### src/rtl/arch_reg_read_arbiter_if.sv
// Architectural register read port between the read arbiter (master) and
// the CPU top-level read port (slave).
`ifndef ARCH_REG_NUM_WIDTH
`define ARCH_REG_NUM_WIDTH 5
`endif
`ifndef REG_VAL_WIDTH
`define REG_VAL_WIDTH 32
`endif

interface arch_reg_read_arbiter_if #(
  parameter int ADDR_W = `ARCH_REG_NUM_WIDTH,
  parameter int DATA_W = `REG_VAL_WIDTH
);
  logic              rd_en;
  logic [ADDR_W-1:0] read_red_addr_req;
  logic              read_valid;
  logic [DATA_W-1:0] read_value;

  modport master (
    output rd_en,
    output read_red_addr_req,
    input  read_valid,
    input  read_value
  );

  modport slave (
    input  rd_en,
    input  read_red_addr_req,
    output read_valid,
    output read_value
  );
endinterface

### src/rtl/arch_reg_read_arbiter.sv
// Shares the single architectural register read port between NUM_REQ
// requesters. One read in flight at a time: accept, issue, respond.
//
// Optional feature macro: ARCH_REG_READ_ARB_RR_EN
//   defined   -> round-robin arbitration with a rotating priority pointer
//   undefined -> fixed priority, lowest requester index wins
//
// state | meaning
// ------+---------------------------------------------------------------
// IDLE  | waiting for a request; req_ready shows the arbitration winner
// ISSUE | rd_en held high with the captured address until read_valid
// RESP  | one-cycle rsp_valid pulse to the granted requester, rd_en low
`ifndef ARCH_REG_NUM_WIDTH
`define ARCH_REG_NUM_WIDTH 5
`endif
`ifndef REG_VAL_WIDTH
`define REG_VAL_WIDTH 32
`endif

module arch_reg_read_arbiter #(
  parameter int NUM_REQ = 2,
  parameter int ADDR_W  = `ARCH_REG_NUM_WIDTH,
  parameter int DATA_W  = `REG_VAL_WIDTH
) (
  input  logic                      clk,
  input  logic                      reset,
  input  logic [NUM_REQ-1:0]        req_valid,
  input  logic [NUM_REQ*ADDR_W-1:0] req_addr,
  output logic [NUM_REQ-1:0]        req_ready,
  output logic [NUM_REQ-1:0]        rsp_valid,
  output logic [DATA_W-1:0]         rsp_data,
  output logic                      busy,
  arch_reg_read_arbiter_if.master   rd
);

  localparam int IDX_W = $clog2(NUM_REQ);

  typedef enum logic [1:0] {
    IDLE  = 2'd0,
    ISSUE = 2'd1,
    RESP  = 2'd2
  } state_t;

  state_t              state_q;
  state_t              state_d;
  logic                accept;
  logic                done;
  logic                win_found;
  logic [IDX_W-1:0]    win_idx;
  logic [ADDR_W-1:0]   win_addr;
  logic [IDX_W-1:0]    grant_q;
  logic [ADDR_W-1:0]   addr_q;
  logic [DATA_W-1:0]   data_q;
  logic [NUM_REQ-1:0]  rsp_valid_q;
  logic                rd_en_q;
  logic                busy_q;

`ifdef ARCH_REG_READ_ARB_RR_EN
  logic [IDX_W-1:0]    ptr_q;
`endif

  // Pick the winner among asserted requests, scanning from the priority start.
  always_comb begin
    win_found = 1'b0;
    win_idx   = '0;
    win_addr  = '0;
    for (int k = 0; k < NUM_REQ; k++) begin
      int j;
`ifdef ARCH_REG_READ_ARB_RR_EN
      j = int'(ptr_q) + k;
      if (j >= NUM_REQ) j = j - NUM_REQ;
`else
      j = k;
`endif
      if (!win_found && req_valid[j]) begin
        win_found = 1'b1;
        win_idx   = IDX_W'(j);
        win_addr  = req_addr[j*ADDR_W +: ADDR_W];
      end
    end
  end

  // Next-state and combinational grant; only IDLE ever presents req_ready.
  always_comb begin
    state_d   = state_q;
    req_ready = '0;
    accept    = 1'b0;
    done      = 1'b0;
    case (state_q)
      IDLE: begin
        if (win_found) begin
          req_ready = {{(NUM_REQ-1){1'b0}}, 1'b1} << win_idx;
          accept    = 1'b1;
          state_d   = ISSUE;
        end
      end
      ISSUE: begin
        if (rd.read_valid) begin
          done    = 1'b1;
          state_d = RESP;
        end
      end
      RESP:    state_d = IDLE;
      default: state_d = IDLE;
    endcase
  end

  // FSM state register.
  always_ff @(posedge clk) begin
    if (reset) state_q <= IDLE;
    else       state_q <= state_d;
  end

  // Captured grant/address, read data and the registered port outputs.
  always_ff @(posedge clk) begin
    if (reset) begin
      grant_q     <= '0;
      addr_q      <= '0;
      data_q      <= '0;
      rsp_valid_q <= '0;
      rd_en_q     <= 1'b0;
      busy_q      <= 1'b0;
    end else begin
      rsp_valid_q <= '0;
      if (accept) begin
        grant_q <= win_idx;
        addr_q  <= win_addr;
        rd_en_q <= 1'b1;
        busy_q  <= 1'b1;
      end
      if (done) begin
        data_q      <= rd.read_value;
        rd_en_q     <= 1'b0;
        rsp_valid_q <= {{(NUM_REQ-1){1'b0}}, 1'b1} << grant_q;
      end
      if (state_q == RESP) busy_q <= 1'b0;
    end
  end

`ifdef ARCH_REG_READ_ARB_RR_EN
  // Rotate priority to the requester after the one just accepted.
  always_ff @(posedge clk) begin
    if (reset) begin
      ptr_q <= '0;
    end else if (accept) begin
      ptr_q <= (win_idx == IDX_W'(NUM_REQ-1)) ? '0 : win_idx + IDX_W'(1);
    end
  end
`endif

  assign rsp_valid            = rsp_valid_q;
  assign rsp_data             = data_q;
  assign busy                 = busy_q;
  assign rd.rd_en             = rd_en_q;
  assign rd.read_red_addr_req = addr_q;

endmodule

### src/flat_wrapper.sv
// flat-port wrapper written by rule: the top's interface ports become plain ports
module arch_reg_read_arbiter_flat 
#(
  parameter int NUM_REQ = 2,
  parameter int ADDR_W  = `ARCH_REG_NUM_WIDTH,
  parameter int DATA_W  = `REG_VAL_WIDTH
)
  (clk, reset, req_valid, req_addr, req_ready, rsp_valid, rsp_data, busy, rd_rd_en, rd_read_red_addr_req, rd_read_valid, rd_read_value);
  arch_reg_read_arbiter_if #(.ADDR_W(ADDR_W), .DATA_W(DATA_W)) rd_i ();
  input  logic clk;
  input  logic reset;
  input  logic [NUM_REQ-1:0] req_valid;
  input  logic [NUM_REQ*ADDR_W-1:0] req_addr;
  output logic [NUM_REQ-1:0] req_ready;
  output logic [NUM_REQ-1:0] rsp_valid;
  output logic [DATA_W-1:0] rsp_data;
  output logic busy;
  output wire logic [$bits(rd_i.rd_en)-1:0] rd_rd_en;
  output wire logic [$bits(rd_i.read_red_addr_req)-1:0] rd_read_red_addr_req;
  input wire logic [$bits(rd_i.read_valid)-1:0] rd_read_valid;
  input wire logic [$bits(rd_i.read_value)-1:0] rd_read_value;
  assign rd_rd_en = rd_i.rd_en;
  assign rd_read_red_addr_req = rd_i.read_red_addr_req;
  assign rd_i.read_valid = rd_read_valid;
  assign rd_i.read_value = rd_read_value;
  arch_reg_read_arbiter #(.NUM_REQ(NUM_REQ), .ADDR_W(ADDR_W), .DATA_W(DATA_W)) u_core (.clk(clk), .reset(reset), .req_valid(req_valid), .req_addr(req_addr), .req_ready(req_ready), .rsp_valid(rsp_valid), .rsp_data(rsp_data), .busy(busy), .rd(rd_i));
endmodule
### config.mk
export PLATFORM = sky130hd
export DESIGN_NAME = arch_reg_read_arbiter_flat
export DESIGN_NICKNAME = d
export VERILOG_FILES = /design/src/rtl/arch_reg_read_arbiter_if.sv /design/src/rtl/arch_reg_read_arbiter.sv /design/src/flat_wrapper.sv
export SDC_FILE = /design/constraint.sdc
export NUM_CORES = 1
export LEC_CHECK = 0
export ABC_AREA = 1
export BUFFER_PORTS_ARGS = -buffer_cell sky130_fd_sc_hd__buf_2
export CAP_MARGIN = 20
export CORE_ASPECT_RATIO = 0.8
export CORE_UTILIZATION = 42
export CTS_BUF_LIST = sky130_fd_sc_hd__clkbuf_4
export DETAILED_ROUTE_END_ITERATION = 8
export PLACE_DENSITY = 0.84
export SETUP_SLACK_MARGIN = 0.5
export SLEW_MARGIN = 20
export SYNTH_ARGS = -nofsm -noshare
export SYNTH_HDL_FRONTEND = slang
export SYNTH_SLANG_ARGS = --single-unit
### constraint.sdc
create_clock -name clk -period 0.88 [get_ports clk]
set_input_delay 0.132 -clock clk [delete_from_list [all_inputs] [get_ports clk]]
set_output_delay 0.132 -clock clk [all_outputs]
set_load 0.02 [all_outputs]
==> results of run 1 <==
[sequential cells by signal, summed over array words and instances, names as in the netlist]
register / flops
u_core.rd.read_red_addr_req: 5
u_core.rsp_data: 32
u_core.busy: 1
u_core.rsp_valid: 2
u_core.grant_q: 1
u_core.state_q: 2
u_core.rd.rd_en: 1
[power by group]
part / internal [uW] / leakage (uW) / switching [uW]
combinational: 733 / 0.00128 / 847
clock: 593 / 0.0000412 / 741
sequential: 2060 / 0.000390 / 106
[cells in the final DEF, fill, tap and decap left out]
cell        Yosys  layout
buf_2           4      46
inv_4           1       1
inv_12          0       1
buf_6           4      52
a21oi_1         4       2
nand2_8         0       6
clkinv_2        0       1
inv_1          11      10
clkbuf_4        0       5
nor2_1         14      10
bufinv_16       0       1
nor3_4          0       1
nor2_4          2       3
dfxtp_1        44       1
a21oi_2         0       2
nand2_4         2       3
nand3_4         0       4
dfxtp_4         0      42
nand3_2         0      39
buf_16          0       3
nor2_2          0       3
nand2_2         4      10
dfxtp_2         0       1
nand3_1        69      26
clkinvlp_4      0       1
inv_2           3       3
buf_4           5      37
o21ai_1         0       1
buf_12          0       5
nand2_1        55      46
[logic make-up (layout without fill, tap and decap cells)]
family	Yosys count	count (layout)
compound gates	5	5
buf+inv	30	166
flops	44	44
simple gates	147	151
[metal layers]
metal	vias to the layer above	track usage, %	routed length, um
li1	1024	-	-
met1	1141	34.4	3340
met2	214	56.9	4330
met3	81	8.60	863
met4	0	15.1	660
met5	-	0	0
[worst max-delay path, delay by kind of cell, from the launching register on]
kind | cells | cell delay (ns)
buffers and inverters | 2 | 0.21
DFF | 1 | 0.37
and+or+nand+nor | 2 | 0.33
[layout make-up]
cell class              count  share of cell area, %
clock inverters             3                   1.16
inverters                  15                   1.95
flip-flops and latches     44                   28.4
well taps                  55                   1.88
clock buffers               5                   1.03
multi-input cells         156                   30.6
repair buffers            143                   34.9
[final timing paths]
| check | startpoint | end | cells after the start |
|---|---|---|---|
| setup / recovery | u_core.state_q[1] | req_ready[0] | 4 |
| hold / removal | reset | u_core.state_q[0] | 2 |
| setup reg to reg | u_core.state_q[0] | u_core.rsp_data[17] | 9 |
| hold reg to reg | u_core.rsp_data[3] | u_core.rsp_data[3] | 2 |
[timing repair]
| item | in CTS | in global routing |
|---|---|---|
| endpoints found under the setup margin | 87 | 87 |
| buffers inserted | 25 | 14 |
| gates cloned | 8 | 0 |
| pin swaps | 10 | 22 |
| endpoints found under the hold margin | 28 | 14 |
| gates resized for setup | 146 | 30 |
[through the flow]
stage	worst slack, ns	setup TNS [ns]	utilization, %	cell area [um2]	hold slack, ns
detailed placement	-0.234	-7.27	63.4	2470	0.325
global route	-0.557	-25.11	93.6	3650	-0.0745
CTS	-0.480	-18.60	87.8	3430	-0.0673
global placement	-0.167	-5.84	63.4	2470	0.312
finish	-0.518	-22.77	93.6	3650	-0.0775
floorplan	-0.119	-1.67	-	1940	0.194
==> out/summary.txt, run 1 <==
status: finished, violations left
failing checks: hold timing, setup timing
fraction of the mapped netlist area in adder cells: 0%
synth top area cells: dfxtp_1 50%, nand3_1 20%, nand2_1 12%
antenna violations before repair: 0
Post-synth top cells: 69 x nand3_1, 55 x nand2_1, 44 x dfxtp_1
P_leak: 0.00172 uW
crit path cell chain: nor2_4 > nand2_1 > inv_2 > buf_4
core area: 0.00390 mm2
drt initial violations: 253
YS warnings: 0
largest family of logic cells by synthesized area: simple AND/OR/NAND/NOR gates
Die X-Extent: 74.3 um
DR pass1 iterations: 6
area occupied by registers: 0.00104 mm2
root buffer cell: clkbuf_4
Fmax: 715 MHz
Worst VDD drop: 0.00109 V
Slew Viols, Final: 0
Tcrit/Tclk final: 159%
clk slew on worst S/H paths: 0.13 ns
mux contribution to synthesized area: 0%
Syn Inst Count: 226
Total GRT Usage: 31.5%
most frequent cell after synthesis: nand3_1
Synth Area in Simple Gates: 38.7%
Worst Hold Class: input port to flop
gr ovfl total: 0
Yosys cell types: 17
Crit Path Max Fanout: 4
Clock Skew: 0.0208 ns
worst hold slack: -0.0775 ns
post-layout minimum cycle time: 1.40 ns
worst slew pin tran: 0.514 ns
area taken by multi-input logic gates: 0.00112 mm2
nets: 412
Post-DP HPWL: 2940 um
crit path DAT: 1.27 ns
final WL: 9190 um
Total Power: 5080 uW
Mapped Area: 0.00175 mm2
starting density of the core: 44.9%
xor and xnor area share after synthesis: 0%
number of global-route vias before repair: 2115
Antenna Cells: 0
PD cells: 1390 mW/mm2
final worst setup slack: -0.518 ns
Yosys top cell area share: 50.2%
fillers: 121
Hold Violations, Final: 9
largest net degree at the start of global routing: 27
H-tree depth: 2
crit-path max cell delay: 0.37 ns
required time worst endpoint: 0.75 ns
CTS tree: built
EDFF count, synth: 0
mean post-synth cell area: 7.76 um2
syn nets: 273
global-route wire length before repair: 10100 um
I/O pins: 90
ys async rst share: 0%
Placed Cells: 366
GP Congestion: 0.755
RSZ-0062 raised after global routing: yes
fraction of layout cells with a size suffix above 1: 73.8%
Top FF cell, synth: dfxtp_1
Clock Latency Late Sink: 0.38 ns
PortBufs: 89
number of synthesized register bits: 44
routed via count: 2460
cell taking the most area after synthesis: dfxtp_1
Post-DRT Antenna Nets: 0
Syn-to-layout area delta: 108%
CP endpoint kind: output pin
die area: 0.00444 mm2
Rows: 20
CTS buffer count: 5
final std cells w/o fill: 421
vias per cell: 5.84
post-synthesis compound-gate area fraction: 1.43%
Post-route DRC: 0
critical path's slowest cell: dfxtp_2
Max Cap Viol: 0
Max-slew headroom: 65.7%
drt wl/cell: 21.8 um
Critical Path Start Type: flop
reg2reg setup slack: -0.49 ns
Seq/Total Area, Yosys: 50.2%
Die Span Y: 59.8 um
CTS sink cnt: 44
worst-case clock buffer depth: 2
Setup-failing EPs final: 87
Crit Path Class: flop to output pin
Note: power is estimated with default switching activity, not from simulation.
==> run 2: changes to the inputs <==
--- a/config.mk
+++ b/config.mk
@@ -11,9 +11,10 @@
 export CORE_ASPECT_RATIO = 0.8
 export CORE_UTILIZATION = 42
 export CTS_BUF_LIST = sky130_fd_sc_hd__clkbuf_4
+export CTS_CLUSTER_SIZE = 24
 export DETAILED_ROUTE_END_ITERATION = 8
 export PLACE_DENSITY = 0.84
-export SETUP_SLACK_MARGIN = 0.5
+export REMOVE_ABC_BUFFERS = 1
 export SLEW_MARGIN = 20
 export SYNTH_ARGS = -nofsm -noshare
 export SYNTH_HDL_FRONTEND = slang
==> out/summary.txt, run 2 (synthesis results as in run 1) <==
drt initial violations: 140 (-45%)
Post-DP HPWL: 2820 um (-4.0%)
crit path DAT: 1.25 ns (-0.02 ns)
worst hold slack: -0.00889 ns (+0.0686 ns)
largest net degree at the start of global routing: 41 (+52%)
drt wl/cell: 17.0 um (-22%)
I/O pins: 90 (unchanged)
Die Span Y: 59.8 um (unchanged)
Clock Latency Late Sink: 0.36 ns (-0.02 ns)
crit path cell chain: nor2_4 > nand2_4 > nor3_2 > buf_4
starting density of the core: 44.9% (unchanged)
placed inst area: 0.00233 mm2 (-5.7%)
max FFs per register: 32 (unchanged)
Total GRT Usage: 30.1% (-1.5 points)
worst slew pin tran: 0.280 ns (-0.234 ns)
required time worst endpoint: 0.75 ns (about the same)
Setup-failing EPs final: 86 (-1.1%)
Hold Violations, Final: 2 (-7)
gr ovfl total: 0 (unchanged)
H-tree depth: 2 (unchanged)
Max-slew headroom: 81.1% (+15 points)
vias per cell: 5.10 (-13%)
Worst VDD drop: 0.00139 V (+27%)
Placed Cells: 370 (+1.1%)
most common cell after layout, fill and taps aside: nand2_1
final WL: 7190 um (-22%)
RSZ-0062 raised after global routing: yes
number of global-route vias before repair: 2140 (+1.2%)
crit-path max cell delay: 0.39 ns (+0.02 ns)
post-layout minimum cycle time: 1.38 ns (-0.0162 ns)
PortBufs: 89 (unchanged)
PD cells: 1420 mW/mm2 (+2.4%)
DR pass1 iterations: 5 (-1)
root buffer cell: clkbuf_4
final instance area: 0.00354 mm2 (-3.2%)
critical path's slowest cell: dfxtp_4
nets: 415 (+0.73%)
Max Cap Viol: 0 (unchanged)
commonest cells after routing, fill and taps aside: 50 x nand2_1, 47 x buf_6, 46 x buf_2
CP endpoint kind: output pin
GP Congestion: 0.841 (+11%)
die area: 0.00444 mm2 (unchanged)
clk slew on worst S/H paths: 0.13 ns (about the same)
global-route wire length before repair: 9710 um (-4.3%)
final std cells w/o fill: 424 (+0.71%)
CTS tree: built
fillers: 177 (+46%)
worst-case clock buffer depth: 2 (unchanged)
core area: 0.00390 mm2 (unchanged)
setup TNS: -19.73 ns (+3.03 ns)
status: finished, violations left
final worst setup slack: -0.502 ns (+0.0162 ns)
Post-DRT Antenna Nets: 0 (unchanged)
Tcrit/Tclk final: 157% (-1.8 points)
CTS sink cnt: 44 (unchanged)
fraction of layout cells with a size suffix above 1: 61.5% (-12 points)
Slew Viols, Final: 0 (unchanged)
routed via count: 2164 (-12%)
Crit Path Max Fanout: 3 (-1)
Critical Path Start Type: flop
Worst Hold Class: input port to flop
Post-route DRC: 0 (unchanged)
Rows: 20 (unchanged)
CTS buffer count: 5 (unchanged)
Antenna Cells: 0 (unchanged)
Crit Path Class: flop to output pin
P_leak: 0.00174 uW (+1.3%)
antenna violations before repair: 0 (unchanged)
failing checks: hold timing, setup timing
Die X-Extent: 74.3 um (unchanged)
Clock Skew: 0.0146 ns (-0.00619 ns)
Fmax: 724 MHz (+1.2%)
Syn-to-layout area delta: 102%
run 2: cell count changes in the layout (fill, tap and decap cells not counted), moves of 4 or more:
cell / change
dfxtp_4: -41
buf_4: -20
nand3_1: +17
nand2_8: -5
buf_6: -5
dlygate4sd3_1: +22
nand2_1: +4
nand2_2: -4
dfxtp_2: +41
nand3_4: -4
nand3_2: -13
buf_12: +4
run 2: layer usage:
layer	up-vias	GRT usage (%)	wire length, um
li1	1022	-	-
met2	101	58.4	3820
met5	-	0	0
met4	0	12.1	241
met1	1016	30.8	2740
met3	25	7.42	386
run 2: path summary, 6_finish.rpt:
| kind | startpoint | end | slack, ns | cells after the start |
|---|---|---|---|---|
| max | u_core.state_q[0] | req_ready[1] | -0.50 | 4 |
| min | rd_read_value[20] | u_core.rsp_data[20] | -0.009 | 3 |
| max reg2reg | u_core.state_q[0] | u_core.rsp_data[23] | -0.44 | 8 |
| min reg2reg | u_core.grant_q | u_core.rsp_valid[1] | 0.46 | 2 |
run 2: critical path: cells and delay by family, from the launching register on:
family | cells | cell delay [ns]
AND/OR/NAND/NOR | 3 | 0.34
buffers and inverters | 1 | 0.17
flip-flops | 1 | 0.39
run 2: final cells by class:
class | instances | area [um2] | share of cell area [%]
clock buffer | 6 | 45.0 | 1.27
clock inverter | 2 | 35.0 | 0.990
inverter | 15 | 61.3 | 1.73
timing repair buffer | 150 | 1500 | 42.3
tap | 55 | 68.8 | 1.94
multi-input combinational | 152 | 893 | 25.2
sequential | 44 | 937 | 26.5
run 2: repair_timing:
action / in CTS / in global routing
gates resized for setup: 179 / 12
pin swaps: 17 / 7
endpoints found under the hold margin: 20 / 2
hold buffers: 20 / 2
gates cloned: 7 / 0
setup buffers: 11 / 8
setup endpoints to repair: 85 / 87
run 2: power by group:
part           internal [uW]  switching (uW)  total, uW
Combinational            802             716       1520
Sequential              2130            96.8       2230
Clock                    627             662       1290
run 2: metrics by stage:
step	hold WS, ns	setup WS [ns]	util (%)	power [uW]
after floorplan	0.201	-0.298	-	2640
after detailed placement	0.336	-0.183	59.8	3050
after global routing	0.00533	-0.527	90.6	5190
after global placement	0.332	-0.122	59.8	3030
after CTS	0.000264	-0.440	88.0	4860
final	-0.00889	-0.502	90.6	5040
==> run 3: changes to the inputs <==
--- a/config.mk
+++ b/config.mk
@@ -5,16 +5,16 @@
 export SDC_FILE = /design/constraint.sdc
 export NUM_CORES = 1
 export LEC_CHECK = 0
-export ABC_AREA = 1
 export BUFFER_PORTS_ARGS = -buffer_cell sky130_fd_sc_hd__buf_2
 export CAP_MARGIN = 20
 export CORE_ASPECT_RATIO = 0.8
-export CORE_UTILIZATION = 42
+export CORE_UTILIZATION = 39
 export CTS_BUF_LIST = sky130_fd_sc_hd__clkbuf_4
 export CTS_CLUSTER_SIZE = 24
 export DETAILED_ROUTE_END_ITERATION = 8
-export PLACE_DENSITY = 0.84
+export PLACE_DENSITY = 0.83
 export REMOVE_ABC_BUFFERS = 1
+export SKIP_CTS_REPAIR_TIMING = 1
 export SLEW_MARGIN = 20
 export SYNTH_ARGS = -nofsm -noshare
 export SYNTH_HDL_FRONTEND = slang
==> out/summary.txt, run 3 <==
commonest cells after routing, fill and taps aside: 52 x buf_6, 46 x buf_2, 42 x dfxtp_2
Yosys top cell area share: 59.8% (+9.6 points)
Post-route DRC: 10 (+10)
Hold Violations, Final: 1 (-1)
Placed Cells: 267 (-28%)
Slew Viols, Final: 0 (unchanged)
CTS sink cnt: 44 (unchanged)
crit path DAT: 1.24 ns (about the same)
Post-DRT Antenna Nets: 0 (unchanged)
worst-case clock buffer depth: 2 (unchanged)
core area: 0.00352 mm2 (-9.9%)
Fmax: 727 MHz (+0.45%)
failing checks: DRC, hold timing, setup timing
Total GRT Usage: 18.1% (-12 points)
routed via count: 1604 (-26%)
vias per cell: 5.04 (-1.2%)
YS warnings: 0 (unchanged)
drt initial violations: 77 (-45%)
Syn-to-layout area delta: 96.7%
combinational cell fraction of total power: 22.9% (-7.2 points)
Max-slew headroom: 69.1% (-12 points)
GP Congestion: 0.795 (-5.4%)
Mapped Area: 0.00147 mm2 (-16%)
Setup-failing EPs final: 87 (+1.2%)
CTS buffer count: 5 (unchanged)
Yosys cell types: 20 (+3)
final std cells w/o fill: 318 (-25%)
P_leak: 0.00138 uW (-21%)
CTS tree: built
Sw Ratio: 26.6% (-2.7 points)
RSZ-0062 raised after global routing: yes
Reg power frac: 49.0% (+4.7 points)
Post-DP HPWL: 2530 um (-10%)
starting density of the core: 41.9% (-3.1 points)
crit path cell chain: buf_6 > nor2_4 > nand2_1 > nor2_1 > buf_4
final WL: 5300 um (-26%)
synth top area cells: dfxtp_1 60%, a22o_1 21%, buf_2 3.1%
PD cells: 1570 mW/mm2 (+10%)
total internal power: 3340 uW (-6.1%)
critical path's slowest cell: dfxtp_2
mean post-synth cell area: 11.2 um2 (+44%)
Antenna Cells: 0 (unchanged)
setup TNS: -19.26 ns (+0.471 ns)
worst hold slack: -0.00530 ns (+0.00359 ns)
crit path buf inv count: 2 (+1)
Die Span Y: 57.0 um (-4.8%)
status: finished, violations left
Max Cap Viol: 0 (unchanged)
Syn Inst Count: 132 (-42%)
max FFs per register: 32 (unchanged)
cell taking the most area after synthesis: dfxtp_1
Worst VDD drop: 0.00134 V (-3.3%)
I/O pins: 90 (unchanged)
largest net degree at the start of global routing: 21 (-49%)
Rows: 19 (-5.0%)
gr ovfl total: 0 (unchanged)
Die X-Extent: 70.7 um (-4.8%)
root buffer cell: clkbuf_4
H-tree depth: 2 (unchanged)
Critical Path Start Type: flop
PortBufs: 89 (unchanged)
top cell family by delay on the critical path: flip-flops
Crit Path Max Fanout: 3 (unchanged)
post-layout minimum cycle time: 1.38 ns (-0.00623 ns)
DR pass1 iterations: 6 (+1)
CP endpoint kind: output pin
final core utilization: 82.3% (-8.3 points)
clk slew on worst S/H paths: 0.12 ns (about the same)
Crit Path Class: flop to output pin
most frequent cell after synthesis: dfxtp_1
antenna violations before repair: 0 (unchanged)
die area: 0.00403 mm2 (-9.3%)
number of global-route vias before repair: 1205 (-44%)
ys async rst share: 0% (unchanged)
Seq/Total Area, Yosys: 59.8% (+9.6 points)
clock power share: 28.2% (+2.6 points)
global-route wire length before repair: 5520 um (-43%)
Sw Pwr: 1210 uW (-18%)
Top FF cell, synth: dfxtp_1
drt wl/cell: 16.7 um (-1.7%)
most common cell after layout, fill and taps aside: buf_6
Worst Hold Class: input port to flop
Clock Latency Late Sink: 0.36 ns (about the same)
nets: 322 (-22%)
crit-path max cell delay: 0.35 ns (-0.04 ns)
worst slew pin tran: 0.461 ns (+0.181 ns)
fraction of layout cells with a size suffix above 1: 62.7% (+1.2 points)
final worst setup slack: -0.495 ns (+0.00623 ns)
Clock Skew: 0.0181 ns (+0.00342 ns)
number of synthesized register bits: 44 (unchanged)
Tcrit/Tclk final: 156% (-0.71 points)
required time worst endpoint: 0.75 ns (about the same)
EDFF count, synth: 0 (unchanged)
Post-synth top cells: 44 x dfxtp_1, 36 x a22o_1, 11 x inv_1
## run 3: changes by cell type in the layout (fill, tap and decap cells not counted), moves of 3 or more
| cell | delta |
|---|---|
| nand2_4 | -4 |
| buf_12 | -9 |
| buf_6 | +5 |
| buf_8 | -3 |
| buf_16 | -6 |
| a221oi_1 | +4 |
| nand3_2 | -26 |
| nand2_1 | -47 |
| nor2_1 | -4 |
| dlygate4sd3_1 | +7 |
| a22o_1 | +36 |
| nand3_1 | -43 |
| nand2_2 | -6 |
## run 3: path summary, 6_finish.rpt
check / start / slack (ns) / to / cells past startpoint
worst max-delay path: u_core.state_q[0] / -0.50 / req_ready[1] / 5
worst min-delay path: rd_read_value[1] / -0.005 / u_core.rsp_data[1] / 2
worst max register to register: u_core.state_q[0] / -0.42 / u_core.rd.read_red_addr_req[2] / 5
worst min register to register: u_core.rd.read_red_addr_req[3] / 0.49 / u_core.rd.read_red_addr_req[3] / 2
## run 3: cells by family after synthesis
| family | Yosys count | share of synthesized area, % |
|---|---|---|
| DFF | 44 | 59.8 |
| buffers and inverters | 21 | 6.12 |
| and+or+nand+nor | 18 | 5.95 |
| muxes | 1 | 0.680 |
| AOI/OAI and AO/OA | 48 | 27.4 |
## run 3: power by group through the flow
| stage | sequential, uW | combinational [uW] | clock, uW |
|---|---|---|---|
| global route | 2240 | 1100 | 1380 |
| CTS | 2170 | 682 | 1280 |
| floorplan | 2350 | 207 | 0 |
| finish | 2230 | 1040 | 1280 |
| detailed placement | 2210 | 680 | 0 |
| global placement | 2210 | 669 | 0 |
## run 3: final cells by class
class	instances	area [um2]
Multi-Input combinational cell	67	537
Tap cell	42	52.6
Sequential cell	44	937
Fill cell	199	622
Inverter	11	41.3
Clock inverter	2	35.0
Clock buffer	6	45.0
Timing Repair Buffer	146	1250
## run 3: worst reg2reg max path, cell delays in order, from the launching register on
cell and delay (ns):
dfxtp_2 0.35, buf_6 0.12, nor2_4 0.11, buf_4 0.12, o21ai_1 0.16, a221oi_1 0.36
## run 3: routing by layer
metal | routed length [um] | share of wire, % | vias up | track usage, %
met4 | 179 | 3.4 | 0 | 8.57
met2 | 2660 | 50 | 73 | 26.9
met3 | 294 | 5.5 | 19 | 4.95
li1 | - | - | 769 | -
met5 | 0 | 0 | - | 0
met1 | 2160 | 41 | 743 | 24.5
## run 3: metrics by stage
step | instance area, um2 | power (uW) | setup WS, ns
floorplan | 1420 | 2550 | -0.880
global placement | 2030 | 2880 | -0.240
detailed placement | 2030 | 2890 | -0.295
CTS | 2110 | 4130 | -0.565
global route | 2900 | 4720 | -0.576
finish | 2900 | 4560 | -0.495
